$ cat config.mk
export PLATFORM = sky130hd
export DESIGN_NAME = video_frame_sink
export DESIGN_NICKNAME = d
export VERILOG_FILES = /design/src/rtl/video_frame_sink.sv
export SDC_FILE = /design/constraint.sdc
export NUM_CORES = 1
export LEC_CHECK = 0
export CAP_MARGIN = 20
export CORE_ASPECT_RATIO = 1.75
export CORE_MARGIN = 1.5
export CORE_UTILIZATION = 44
export CTS_BUF_LIST = sky130_fd_sc_hd__clkbuf_4 sky130_fd_sc_hd__clkbuf_8 sky130_fd_sc_hd__clkbuf_16
export CTS_CLUSTER_DIAMETER = 200
export DETAILED_ROUTE_END_ITERATION = 16
export GPL_TIMING_DRIVEN = 0
export PLACE_DENSITY = 0.76
export REMOVE_ABC_BUFFERS = 1
export SLEW_MARGIN = 0
export SYNTH_ARGS = -nofsm -noshare
export SYNTH_HDL_FRONTEND = slang
export SYNTH_SLANG_ARGS = --single-unit
$ cat constraint.sdc
create_clock -name clk -period 3.6 [get_ports clk]
set_input_delay 0.72 -clock clk [delete_from_list [all_inputs] [get_ports clk]]
set_output_delay 0.72 -clock clk [all_outputs]
set_load 0.005 [all_outputs]
$ cat src/rtl/video_frame_sink.sv
`default_nettype none
// ============================================================================
//  Module      : video_frame_sink
//  Description : Sink for the 24-bit RGB valid/ready video stream and its
//                36-bit control packet. It latches the frame geometry and
//                accepts pixels while tracking the raster position. It pulses
//                frame_done at each frame end and keeps sticky error flags.
//  Revision    : 1.0 - initial release
// ----------------------------------------------------------------------------
//  Parameters
//    MAX_DIM           largest legal width/height in a control packet
//    CNT_W             width of the x/y counters and the frame counter
//  Optional feature
//    FRAME_CHECKSUM_EN adds output frame_sum[23:0], which is the modulo-2^24
//                      sum of the pixels accepted in the last completed frame
//  Ports
//    clk               system clock
//    rst               asynchronous active-high reset
//    control_in_data   {width[35:20], height[19:4], 4'h0}
//    control_in_valid  1-cycle strobe qualifying control_in_data
//    video_in_data     pixel {R,G,B}
//    video_in_valid    pixel present
//    video_in_ready    pixel accepted this cycle (when valid)
//    sink_en           0 forces video_in_ready low (backpressure)
//    frame_done        1-cycle pulse after the last pixel of a frame
//    frame_count       frames completed since reset (wrapping)
//    pix_x, pix_y      raster position of the next expected pixel
//    size_err          sticky: control packet arrived mid-frame
//    ctrl_err          sticky: control packet with illegal dimension
//    orphan_err        sticky: pixel offered while idle
// ============================================================================
module video_frame_sink #(
    parameter int MAX_DIM = 4096,
    parameter int CNT_W   = 16
) (
    input  logic             clk,
    input  logic             rst,
    input  logic [35:0]      control_in_data,
    input  logic             control_in_valid,
    input  logic [23:0]      video_in_data,
    input  logic             video_in_valid,
    output logic             video_in_ready,
    input  logic             sink_en,
    output logic             frame_done,
    output logic [CNT_W-1:0] frame_count,
    output logic [CNT_W-1:0] pix_x,
    output logic [CNT_W-1:0] pix_y,
    output logic             size_err,
    output logic             ctrl_err,
    output logic             orphan_err
`ifdef FRAME_CHECKSUM_EN
    ,
    output logic [23:0]      frame_sum
`endif
);

    typedef enum logic [0:0] {
        S_IDLE   = 1'b0,
        S_ACTIVE = 1'b1
    } state_t;

    localparam logic [15:0]      c_max_dim = 16'(MAX_DIM);
    localparam logic [CNT_W-1:0] c_one     = CNT_W'(1);
    localparam logic [CNT_W-1:0] c_zero    = '0;

    state_t           state_q, state_d;
    logic [CNT_W-1:0] width_q, width_d;
    logic [CNT_W-1:0] height_q, height_d;
    logic [CNT_W-1:0] x_q, x_d;
    logic [CNT_W-1:0] y_q, y_d;
    logic [CNT_W-1:0] count_q, count_d;
    logic             frame_done_q, frame_done_d;
    logic             size_err_q, size_err_d;
    logic             ctrl_err_q, ctrl_err_d;
    logic             orphan_err_q, orphan_err_d;
`ifdef FRAME_CHECKSUM_EN
    logic [23:0]      acc_q, acc_d;
    logic [23:0]      sum_q, sum_d;
`endif

    logic [15:0] w_ctrl_w;
    logic [15:0] w_ctrl_h;
    logic        w_ctrl_legal;
    logic        w_accept;
    logic        w_last_x;
    logic        w_last_y;
    logic        w_frame_last;
    logic        w_at_origin;
    logic        w_unused_ctrl_bits;

    assign w_ctrl_w           = control_in_data[35:20];
    assign w_ctrl_h           = control_in_data[19:4];
    assign w_unused_ctrl_bits = ^control_in_data[3:0];
    assign w_ctrl_legal       = (w_ctrl_w != 16'd0) && (w_ctrl_h != 16'd0) &&
                                (w_ctrl_w <= c_max_dim) && (w_ctrl_h <= c_max_dim);

    assign video_in_ready = (state_q == S_ACTIVE) && sink_en;
    assign w_accept       = video_in_valid && video_in_ready;
    assign w_last_x       = (x_q == (width_q - c_one));
    assign w_last_y       = (y_q == (height_q - c_one));
    assign w_frame_last   = w_accept && w_last_x && w_last_y;
    // A frame that completes in this same cycle puts the raster back at the
    // origin, so a control packet that arrives with it is not a mid-frame one.
    assign w_at_origin    = ((x_q == c_zero) && (y_q == c_zero)) || w_frame_last;

    always_comb begin
        state_d      = state_q;
        width_d      = width_q;
        height_d     = height_q;
        x_d          = x_q;
        y_d          = y_q;
        count_d      = count_q;
        frame_done_d = 1'b0;
        size_err_d   = size_err_q;
        ctrl_err_d   = ctrl_err_q;
        orphan_err_d = orphan_err_q;
`ifdef FRAME_CHECKSUM_EN
        acc_d        = acc_q;
        sum_d        = sum_q;
`endif
        case (state_q)
            S_IDLE: begin
                if (control_in_valid) begin
                    if (w_ctrl_legal) begin
                        width_d  = CNT_W'(w_ctrl_w);
                        height_d = CNT_W'(w_ctrl_h);
                        x_d      = c_zero;
                        y_d      = c_zero;
                        state_d  = S_ACTIVE;
`ifdef FRAME_CHECKSUM_EN
                        acc_d    = 24'd0;
`endif
                    end else begin
                        ctrl_err_d = 1'b1;
                    end
                end
                if (video_in_valid) begin
                    orphan_err_d = 1'b1;
                end
            end
            S_ACTIVE: begin
                if (w_accept) begin
`ifdef FRAME_CHECKSUM_EN
                    acc_d = acc_q + video_in_data;
`endif
                    if (w_last_x) begin
                        x_d = c_zero;
                        if (w_last_y) begin
                            y_d          = c_zero;
                            frame_done_d = 1'b1;
                            count_d      = count_q + c_one;
`ifdef FRAME_CHECKSUM_EN
                            sum_d        = acc_q + video_in_data;
                            acc_d        = 24'd0;
`endif
                        end else begin
                            y_d = y_q + c_one;
                        end
                    end else begin
                        x_d = x_q + c_one;
                    end
                end
                // Control overrides the pixel counting done above: a pixel
                // accepted alongside a relatch is not counted into the new frame.
                if (control_in_valid) begin
                    if (!w_at_origin) begin
                        size_err_d = 1'b1;
                    end
                    x_d = c_zero;
                    y_d = c_zero;
`ifdef FRAME_CHECKSUM_EN
                    acc_d = 24'd0;
`endif
                    if (w_ctrl_legal) begin
                        width_d  = CNT_W'(w_ctrl_w);
                        height_d = CNT_W'(w_ctrl_h);
                    end else begin
                        ctrl_err_d = 1'b1;
                        state_d    = S_IDLE;
                    end
                end
            end
            default: begin
                state_d = S_IDLE;
            end
        endcase
    end

    always_ff @(posedge clk or posedge rst) begin
        if (rst) begin
            state_q      <= S_IDLE;
            width_q      <= '0;
            height_q     <= '0;
            x_q          <= '0;
            y_q          <= '0;
            count_q      <= '0;
            frame_done_q <= 1'b0;
            size_err_q   <= 1'b0;
            ctrl_err_q   <= 1'b0;
            orphan_err_q <= 1'b0;
`ifdef FRAME_CHECKSUM_EN
            acc_q        <= '0;
            sum_q        <= '0;
`endif
        end else begin
            state_q      <= state_d;
            width_q      <= width_d;
            height_q     <= height_d;
            x_q          <= x_d;
            y_q          <= y_d;
            count_q      <= count_d;
            frame_done_q <= frame_done_d;
            size_err_q   <= size_err_d;
            ctrl_err_q   <= ctrl_err_d;
            orphan_err_q <= orphan_err_d;
`ifdef FRAME_CHECKSUM_EN
            acc_q        <= acc_d;
            sum_q        <= sum_d;
`endif
        end
    end

    assign frame_done  = frame_done_q;
    assign frame_count = count_q;
    assign pix_x       = x_q;
    assign pix_y       = y_q;
    assign size_err    = size_err_q;
    assign ctrl_err    = ctrl_err_q;
    assign orphan_err  = orphan_err_q;
`ifdef FRAME_CHECKSUM_EN
    assign frame_sum   = sum_q;
`endif

endmodule
`default_nettype wire

# == After elaboration in Yosys (flattened, before gate mapping) ==
# Index checks and enable logic that the tools add are counted.
# op_classes
n_mux,25
addsub,5
reduce_logical,20
bitwise,3
eq_ne,6
magnitude_cmp,2
# ops
cell,count
two-way mux 16 bit,13
case mux 16 bit (2 select lines),2
"adder 16 x 1 -> 16 bit, second input constant",3
== test 16 bit,2
"<= comparator 16 x 13 -> 1 bit, second input constant",2
logical NOT 16 bit,2
nonzero test 16 bit,2
"subtractor 16 x 1 -> 16 bit, second input constant",2
two-way mux 1 bit,9
logical AND 1 bit,8
AND reduction 4 bit,2
"!= test 3 x 2 -> 1 bit, second input constant",2
AND reduction 2 bit,3
AND reduction 3 bit,2
"!= test 2 bit, second input constant",2
NOT 1 bit,3
case mux 1 bit (2 select lines),1
logical OR 1 bit,1
# totals
out_inout_bits,53
reg_bits,85
elab_cells,71
inputBits,65

# == Logic depth before layout (Yosys ltp) ==
# depth
depth_word,7
mapped_depth,13
ltp_nobuf,10

# == Worst setup path after synthesis ==
# OpenSTA, ideal clock, no wires.
# synth_timing
path_type,input port to flip-flop
startpoint,input control_in_data[34]
endpoint,"register x_q[13], in the netlist pix_x[13]"
required_time_ns,3.479
setup_slack_ns,0.574
arrival_time_ns,2.905
setup_ns,0.121
stages,8
n_path_buf,0
path_cell_list,or4_1 -> or4_1 -> a2111oi_4 -> a211oi_2 -> nor3_2 -> nand4_1 -> xor2_1 -> nor2_1
# synth_via
elab_chain_cells,6
word_cells_on_any_way,7
classes_between,1 x order compare; 1 x eq/ne; 5 x reduce/logical
# synth_rtl
element,line,source
start: declaration,38,"input logic [35:0] control_in_data,"
"parallel branches: the longest is 2 deep, another holds <= comparator 16 x 13 -> 1 bit",n/a,
logical AND 1 bit (*),94,assign w_ctrl_legal = (w_ctrl_w != 16'd0) && (w_ctrl_h != 16'd0) &&
logical AND 1 bit (*),95,(w_ctrl_w <= c_max_dim) && (w_ctrl_h <= c_max_dim);
!= test 2 bit (no source line) (*),n/a,
AND reduction 3 bit (no source line) (*),n/a,
end signal: assignment,194,x_q <= '0;
end signal: assignment,209,x_q <= x_d;
end: declaration,69,"logic [CNT_W-1:0] x_q, x_d;"
# Mark *: on every way between the ends.
# A chain may end at the register's enable or synchronous reset.

# == Final worst setup path ==
# layout_timing
startpoint,input control_in_data[4]
endpoint,"register x_q[12], in the netlist pix_x[12]"
# layout_via
elab_chain_cells,6
word_cells_on_any_way,7
classes_between,1 x order compare; 1 x eq/ne; 5 x reduce/logical
# layout_rtl
element,line
"parallel branches: the longest is 3 deep, another holds <= comparator 16 x 13 -> 1 bit",n/a
logical AND 1 bit (*),95
!= test 2 bit (no source line) (*),n/a
AND reduction 3 bit (no source line) (*),n/a
# Marks and branches as above.

==> metrics.txt <==
CTS Sinks 85; Synth cell types 63; Core ar. 11870 um^2; final hold slack 468.2 ps; Avg Inst Size Synth 8.693 um^2; setup TNS 0 ps; Syn Inst Count 612; WP data arrival 3680 ps; number of I/O pins 118; Die Span X 86.12 um; Root Buffer clkbuf_16; Hold Vio Cnt, Final 0; initial DRC count 236; most frequent cell after synthesis nand2_1; R2R setup slack 240 ps; fin crit share 94.86%; mapped cell area 5320 um^2; Layout Skew 9.530 ps; normalized max-slew margin 43.08%; Final ANT Viol Nets 0; sequential fraction of the synthesis area 39.98%; Die H 148.5 um; clk_lat worst skew 350 ps; final setup margin 185.1 ps; Worst Tran Pin Value 847.2 ps; port bufs 89; Lkg Pwr 2.997 nW; drt drc 0; Max VDD drop 0.0002299 V; CP Class in -> reg; pin count of the biggest net entering global routing 46; Max Clk Rate 0.2928 GHz; clock tree buffer depth 2; post-layout min period 3415 ps; Num CTS Buffers 9; Hold Crit Class reg -> reg; drt via density 5.842; site row count 53; pre-CTS WS -1142 ps; Die Area 12790 um^2; max_cap viols 0; synth warn 0; crit path max fanout 25; power density cells 344.1 nW/um^2; number of flops mapped to enable cells by yosys 0; DP Wirelength 10.68 mm; layout net count 761; number of vias in the routed layout 4855; Total Power 2.306 mW; Initial Util 44.82%; GR Overflow Total 0; count of TritonRoute iterations in the first routing pass 5; Area contributors post-synth dfrtp_1 40%, nand2_1 7.5%, xor2_1 6.3%, xnor2_1 4.0%, nor2_1 3.2%; number of fill cells 1074; Inserted Diodes 0; final setup violation count 0; area grow syn2layout 25.96%; largest area contributor in the netlist dfrtp_1; GRT Total Usage 23.24%; CTS tree yes; Yosys top cell area share 39.98%; Critical Path Sink Type register; drt wl/cell 17.30 um; top_reg_cell synth dfrtp_1; Req. time, crit path 3870 ps; Final Non-Filler Cells 831; Startpoint Class input pin; drt total wl 14.38 mm; GP Congestion 0.8920; Yosys reg bits 85; hold_buf cts 0; share of post-route cells with drive strength above 1 7.493%; first-pass GRT wire length 23.50 mm; Slew Viols, Final 0; status completed; vias in the first global route 4718; cell count after placement 811; antenna violations before repair 0; htree depth 3; Post-synth top cells 107 x nand2_1, 85 x dfrtp_1, 45 x nor2_1; CTS clk-pin slew, worst paths 70 ps; asr flop ratio synth 100.0%
[cell usage in the layout (no fill, tap or decap), types with 3 or more instances in the layout]
cell	instances
a31oi_1	6
a22o_1	11
dfrtp_1	85
or2_2	3
a21o_1	4
nand4_1	18
and3_1	11
nand2_1	106
nor3b_1	4
xnor2_1	24
or3_1	9
or4_1	6
nor2b_1	19
a21oi_1	14
inv_1	19
a2111oi_4	3
a211oi_1	5
clkbuf_16	9
nand3_1	14
inv_6	4
a211o_1	4
nor2_1	45
ha_1	6
nor4_2	4
nor4_1	21
nand2b_1	4
o22ai_1	4
o31ai_1	3
nor3_1	16
and4_1	3
o21ai_0	27
xor2_1	38
and2_1	4
clkdlybuf4s50_1	89
buf_4	3
[layer usage]
layer  track usage, %  vias to the layer above  wire length [um]
met2            42.17                      139              7711
met5                0                        -                 0
li1                 -                     2328                 -
met3            2.664                       21               443
met1            27.56                     2367              5916
met4            9.194                        0               305
[per-stage QoR]
| stage | util [%] | instance area [um^2] |
|---|---|---|
| global route | 56.46 | 6701 |
| floorplan | - | 5189 |
| detailed placement | 53.01 | 6292 |
| CTS | 55.86 | 6630 |
| finish | 56.46 | 6701 |
| global placement | 52.66 | 6251 |
[registers in the layout (all words and copies together) (netlist names), named ones only]
name and flops:
pix_y 16, orphan_err 1, frame_count 16, height_q 16, width_q 16, size_err 1, frame_done 1, pix_x 16
ctrl_err 1
[final timing paths]
kind / depth (start not counted) / endpoint / start
worst max-delay path: 10 / pix_x[12] / control_in_data[4]
max in group asynchronous: 3 / pix_y[2] / rst
worst max register to register: 8 / frame_count[15] / width_q[2]
min in group asynchronous: 2 / pix_x[3] / rst
worst min register to register: 1 / frame_count[15] / frame_count[15]
worst min-delay path: 1 / frame_count[15] / frame_count[15]
[critical path, stage by stage]
cell and delay [ps]:
clkdlybuf4s50_1 470, nor4_4 400, nand4_1 160, buf_4 200, a2111oi_4 370, nand2_4 240
o211ai_1 240, nand3_1 300, or3_1 420, a21oi_1 150
[power breakdown]
group	leakage, nW	switching (mW)	internal [mW]	total [mW]
Combinational	1.74	0.192	0.179	0.371
Clock	0.137	0.412	0.477	0.889
Sequential	1.12	0.0600	0.986	1.05
Total	3.00	0.664	1.64	2.31
[layout make-up]
class                   instances  area, um^2  share of cell area (%)
multi-input cells             479        3092                   46.14
flip-flops and latches         85        2127                   31.74
repair buffers                 94       952.2                   14.21
clock buffers                   9       225.2                   3.361
well taps                     137       171.4                   2.558
inverters                      20       77.57                   1.158
clock inverters                 7       56.30                  0.8402
[logic make-up (layout without fill, tap and decap cells)]
group | count (synthesis) | in the layout | synth area share (%)
xor gates and xnor gates | 62 | 62 | 10.21
and+or+nand+nor | 307 | 307 | 30.06
muxes | 2 | 2 | 0.3998
buffers and inverters | 49 | 130 | 3.880
AOI/OAI and AO/OA | 100 | 101 | 13.83
DFF | 85 | 85 | 39.98
adders and majority gates | 7 | 7 | 1.646
[repair_timing]
item	4_1_cts	5_1_grt
cloned	0	1
endpoints found under the setup margin	32	36
setup buffers	2	1
gates resized for setup	7	9
pin swaps	2	2
(Power assumes the default switching activity.)
